===== src/rtl/serial_adder.sv =====
// Bit-serial adder: one full-adder cell plus a carry flip-flop, fed LSB-first
// from operand shift registers; result and carry-out are presented with a done pulse.
module serial_adder #(
   parameter int WIDTH = 8
) (
   input  logic             clk,
   input  logic             reset,
   input  logic             start,
   input  logic [WIDTH-1:0] a_in,
   input  logic [WIDTH-1:0] b_in,
   input  logic             cin_in,
   output logic             busy,
   output logic             done,
   output logic [WIDTH-1:0] sum_out,
   output logic             cout_out
);

   localparam int CNT_W = (WIDTH > 1) ? $clog2(WIDTH) : 1;
   localparam logic [CNT_W-1:0] LAST_BIT = CNT_W'(WIDTH - 1);

   typedef enum logic [1:0] {
      S_IDLE = 2'd0,
      S_ADD  = 2'd1,
      S_DONE = 2'd2
   } state_t;

   state_t           state_q;
   logic [WIDTH-1:0] a_sr_q;
   logic [WIDTH-1:0] b_sr_q;
   logic [WIDTH-1:0] sum_sr_q;
   logic [WIDTH-1:0] sum_q;
   logic [CNT_W-1:0] cnt_q;
   logic             carry_q;
   logic             cout_q;
   logic             busy_q;
   logic             done_q;

   logic             fa_s;
   logic             fa_c;
   logic [WIDTH-1:0] sum_sr_d;

   // The single full-adder cell sees the current LSB pair and the stored carry.
   assign fa_s     = a_sr_q[0] ^ b_sr_q[0] ^ carry_q;
   assign fa_c     = (a_sr_q[0] & b_sr_q[0]) | (a_sr_q[0] & carry_q) | (b_sr_q[0] & carry_q);
   assign sum_sr_d = {fa_s, sum_sr_q[WIDTH-1:1]};

   always_ff @(posedge clk or posedge reset) begin
      if (reset) begin
         state_q  <= S_IDLE;
         a_sr_q   <= '0;
         b_sr_q   <= '0;
         sum_sr_q <= '0;
         sum_q    <= '0;
         cnt_q    <= '0;
         carry_q  <= 1'b0;
         cout_q   <= 1'b0;
         busy_q   <= 1'b0;
         done_q   <= 1'b0;
      end else begin
         case (state_q)
            S_IDLE: begin
               done_q <= 1'b0;
               if (start) begin
                  a_sr_q  <= a_in;
                  b_sr_q  <= b_in;
                  carry_q <= cin_in;
                  cnt_q   <= '0;
                  busy_q  <= 1'b1;
                  state_q <= S_ADD;
               end
            end
            S_ADD: begin
               carry_q  <= fa_c;
               a_sr_q   <= {1'b0, a_sr_q[WIDTH-1:1]};
               b_sr_q   <= {1'b0, b_sr_q[WIDTH-1:1]};
               sum_sr_q <= sum_sr_d;
               cnt_q    <= cnt_q + CNT_W'(1);
               // Last bit: the final sum bit is folded in directly rather than via sum_sr_q.
               if (cnt_q == LAST_BIT) begin
                  sum_q   <= sum_sr_d;
                  cout_q  <= fa_c;
                  busy_q  <= 1'b0;
                  done_q  <= 1'b1;
                  state_q <= S_DONE;
               end
            end
            S_DONE: begin
               done_q  <= 1'b0;
               state_q <= S_IDLE;
            end
            default: begin
               busy_q  <= 1'b0;
               done_q  <= 1'b0;
               state_q <= S_IDLE;
            end
         endcase
      end
   end

   assign busy     = busy_q;
   assign done     = done_q;
   assign sum_out  = sum_q;
   assign cout_out = cout_q;

endmodule


===== config.mk =====
export PLATFORM = sky130hd
export DESIGN_NAME = serial_adder
export DESIGN_NICKNAME = d
export VERILOG_FILES = /design/src/rtl/serial_adder.sv
export SDC_FILE = /design/constraint.sdc
export NUM_CORES = 1
export LEC_CHECK = 0
export ABC_AREA = 1
export ABC_CLOCK_PERIOD_IN_PS = 1500
export CORE_UTILIZATION = 45
export DETAILED_ROUTE_END_ITERATION = 6
export PLACE_DENSITY_LB_ADDON = 0.12
export SYNTH_ARGS = -nofsm -noshare
export SYNTH_HDL_FRONTEND = slang
export SYNTH_SLANG_ARGS = --single-unit

===== constraint.sdc =====
create_clock -name clk -period 1.5 [get_ports clk]
set_clock_uncertainty 0.05 [all_clocks]
set_input_delay 0.225 -clock clk [delete_from_list [all_inputs] [get_ports clk]]
set_output_delay 0.225 -clock clk [all_outputs]
set_load 0.03 [all_outputs]

=== After elaboration in Yosys (flattened, before gate mapping) ===
Cells that the tools add are included.

* Flip-flop bits (word level): 41
* Memories: 0
* Output and inout bits: 11
* Memory bits (writable): 0
* Latch bits: 0
* Logic and storage cells: 46
* Input bits: 20
* ROM bits: 0

* Bitwise operators: 8
* Reduce and logical (&&, ||, !) cells: 6
* Add/subtract/negate cells: 1
* Magnitude comparators: 0
* Muxes and demuxes: 16
* Divide/modulo/power cells: 0
* Shift operators: 0
* Multipliers: 0
* Equality and inequality tests: 5

{| class="wikitable"
|+ Operator list
! kind !! count
|-
| $pmux 8 s2 || 2
|-
| $mux 8 || 2
|-
| $pmux 3 s2 || 1
|-
| $reduce_and 2->1 || 3
|-
| $mux 1 || 5
|-
| $mux 2 || 2
|-
| $ne 2x2->1 const B || 2
|-
| $pmux 2 s2 || 1
|-
| $add 3x1->3 const B || 1
|-
| $and 1x1->1 || 3
|-
| $eq 3x3->1 const B || 1
|-
| $mux 3 || 1
|-
| $pmux 1 s3 || 1
|-
| $reduce_and 3->1 || 1
|-
| $eq 2x1->1 const B || 1
|-
| $eq 2x2->1 const B || 1
|-
| $logic_not 2->1 || 1
|-
| $or 1x1->1 || 2
|-
| $pmux 1 s2 || 1
|-
| $reduce_bool 2->1 || 1
|-
| $xor 1x1->1 || 2
|-
| $not 1->1 || 1
|}

=== Logic depth before layout (Yosys ltp) ===
* Word-level depth: 4
* Gate-level depth with buffers: 7

=== Worst setup path after synthesis ===
OpenSTA, ideal clock, no wires.

* Kind: reg2reg
* From: register cnt_q[0]
* To: register cout_q, in the netlist cout_out
* Setup slack: 0.174 ns
* Cell stages (with the launch flop): 7
* Setup time: 0.074 ns
* Arrival: 1.202 ns
* Data required time: 1.376 ns
* Path buffers: 1
* Clock period less this slack: 1.326 ns
* Path through: dfrtp_1 > ha_1 > ha_1 > nand2_4 > buf_6 > nand2_1 > o21ai_2

* Longest elaborated chain between the ends: 2

{| class="wikitable"
|+ RTL lines
! element !! line !! source
|-
| from (decl) || 32 || <nowiki>logic [CNT_W-1:0] cnt_q;</nowiki>
|-
| from (signal assigned) || 77 || <nowiki>cnt_q <= cnt_q + CNT_W'(1);</nowiki>
|-
| $eq 3x3->1 || 79 || <nowiki>if (cnt_q == LAST_BIT) begin</nowiki>
|-
| $reduce_and 2->1 (no line) || -- ||
|-
| to (signal assigned) || 56 || <nowiki>cout_q <= 1'b0;</nowiki>
|-
| to (signal assigned) || 81 || <nowiki>cout_q <= fa_c;</nowiki>
|-
| to (decl) || 34 || <nowiki>logic cout_q;</nowiki>
|}

Every way passes these cells.
A chain may end at the register's enable or synchronous reset.

=== Worst setup path after layout ===
* From: register cnt_q[0]
* To: register sum_q[5], in the netlist sum_out[5]

* Longest elaborated chain between the ends: 2

{| class="wikitable"
|+ RTL lines
! element !! line !! source
|-
| $eq 3x3->1 || 79 ||
|-
| $reduce_and 2->1 (no line) || -- ||
|-
| to (signal assigned) || 80 || <nowiki>sum_q <= sum_sr_d;</nowiki>
|-
| to (decl) || 31 || <nowiki>logic [WIDTH-1:0] sum_q;</nowiki>
|}

Every way passes these cells.

==> out/results.ini <==
[clocking]
cts.path.max_buffers = 2
cts_sinks = 40
clock_latency_ns = 0.29
cts-root-buf = clkbuf_8
cts_tree = done
clk_pin_slew_ns = 0.07
cts_max_level = 2
ctsHoldBuffers = 0
numCtsBuffers = 5

[layout]
syn_to_final_growth_pct = 22.1
final_nets = 287
layout_common_cells = nand2_1, nand3_1, dfrtp_1
layout_commonest_cell = nand2_1
layout-drive-gt1-share_pct = 12.2
diodes = 0

[sta]
max_clock_freq_mhz = 731
finalCritPeriodShare_pct = 91.2
setup_viol = 0
slew_headroom_pct = 80.1
worst_pin_slew_ns = 0.300
rsz0062_at_grt = no
fin_tns_setup_ns = 0
hold_violations = 0
report.final.slew_viol_count = 0
layout_setup_ws_ns = 0.132
fin_crit_ns = 1.37

[logic_synthesis]
synth_nets = 252
ys_seq_elements = 40
syn_inst = 229
synth.avg_cell_area_um2 = 8.52
ys_seq_area_share_pct = 51.3
ys_types = 21
syn_area_um2 = 1950
yosys_warnings = 0

[drt]
ant_nets = 0
wl_per_cell_um = 11.9
drt_wl_total_um = 3700
dr.first_iter.drc_count = 109
via_per_inst = 4.90
drc = 0
drtPass1Iterations = 4
vias = 1529

[die]
dieArea_um2 = 4600
ios = 31
rows = 23
die_w_um = 67.9
die_h_um = 67.9
core-area_um2 = 4090
start_util_pct = 47.8

[power]
power.density_nw_per_um2 = 2000
p_leak_nw = 1.29
finalPower_mw = 4.78
vdd_drop_max_v = 0.000875

[worst_setup_path]
cp-start-kind = flop
critical_path_class = reg -> reg
required_ns = 1.67
cp-startpoint = cnt_q[0]
endpoint_kind = flop
critPathMaxFanout = 8
r2r_start = cnt_q[0]
arrival_ns = 1.53

[status]
status = finished clean

[flow_run]
maxCapViolations = 0

[placement]
pre_cts_slack_ns = 0.0573
place.gp.congestion = 0.785
hpwl_um = 2510
port-buffer-count = 30

[grt]
grtUsageTotal_pct = 19.0
grt_max_degree = 41
grt_pass1_vias = 1364
grt_pass1_wl_um = 6290
grt_overflow = 0
antenna_found_initial = 0

[worst_hold_path]
hp-class = in -> async

## final cells by class
cell class,count,area (µm²)
clock buffer,5,68.8
tap,50,62.6
fill,384,1700
timing repair buffer,40,399
inverter,41,154
sequential,40,1000
multi-input combinational,136,697
## cells in the mapped netlist
cell type,n,area share [%]
nand2_2,2,0.64
o22ai_1,1,0.32
nor2_4,1,0.58
clkbuf_1,1,0.19
buf_4,1,0.38
nor2_1,7,1.3
nand2_1,54,10
fa_1,1,1.0
nand2_4,2,1.2
inv_1,39,7.5
o21ai_1,1,0.26
nand3_1,47,12
buf_6,7,4.0
inv_2,2,0.38
ha_1,2,1.3
buf_2,3,0.77
nor2_2,1,0.32
o21ai_2,8,3.6
dfrtp_1,40,51
o21ai_0,8,2.1
a21oi_2,1,0.45
## per-stage QoR
step                util [%]  hold WS, ns  instance area (µm²)  instances
global route            58.3        0.282                 2380        312
finish                  58.3        0.244                 2380        312
floorplan                  -        0.296                 1950        229
detailed placement      55.8        0.419                 2280        305
CTS                     57.2        0.255                 2340        310
global placement        55.8        0.416                 2280        305
## cells by family (layout without fill, tap and decap cells)
family,after synthesis,count (layout),share of synthesized area [%]
AO/OA/AOI/OAI,19,19,6.67
adder cells (fa/ha/maj),3,3,2.31
flip-flops,40,40,51.3
AND/OR/NAND/NOR,114,114,26.5
buffers and inverters,53,86,13.3
## final timing paths
path / endpoint / cells after the start / slack (ns)
max in group asynchronous: sum_out[2] / 3 / 0.96
hold reg to reg: sum_out[1] / 2 / 0.43
setup / recovery: sum_out[5] / 6 / 0.13
hold / removal: sum_sr_q[4] / 3 / 0.24
min in group clk: sum_out[1] / 2 / 0.43
setup reg to reg: sum_out[5] / 6 / 0.13
## worst max-delay path, stage by stage, from the launching register on
cell and delay (ns):
dfrtp_1 0.42, ha_1 0.21, ha_1 0.25, nand2_4 0.12
buf_12 0.13, nand2_1 0.07, o21ai_2 0.05
## routing by layer
| metal | up-vias | share of wire, % | global-route usage [%] |
|---|---|---|---|
| li1 | 781 | - | - |
| met3 | 6 | 4.9 | 5.67 |
| met2 | 37 | 43 | 27.5 |
| met5 | - | 0 | 0 |
| met1 | 705 | 50 | 26.3 |
| met4 | 0 | 1.5 | 8.33 |
## state kept, by name, summed over array words and instances, names as in the netlist
register / flops
a_sr_q: 8
b_sr_q: 8
busy: 1
carry_q: 1
cnt_q: 3
cout_out: 1
done: 1
state_q: 2
sum_out: 8
sum_sr_q: 7
## where the power goes
group / internal, mW / switching, mW / leakage [nW] / total [mW]
combinational: 0.858 / 1.41 / 0.755 / 2.27
clock: 0.300 / 0.339 / 0.0359 / 0.639
sequential: 1.58 / 0.283 / 0.495 / 1.87
## timing repair
| action | in CTS | in global routing |
|---|---|---|
| endpoints found under the setup margin | 11 | 15 |
| gates resized for setup | 11 | 1 |
| setup buffers | 0 | 2 |
| pin swaps | 0 | 1 |
| gates cloned | 0 | 0 |
Note: power is estimated with default switching activity, not from simulation.
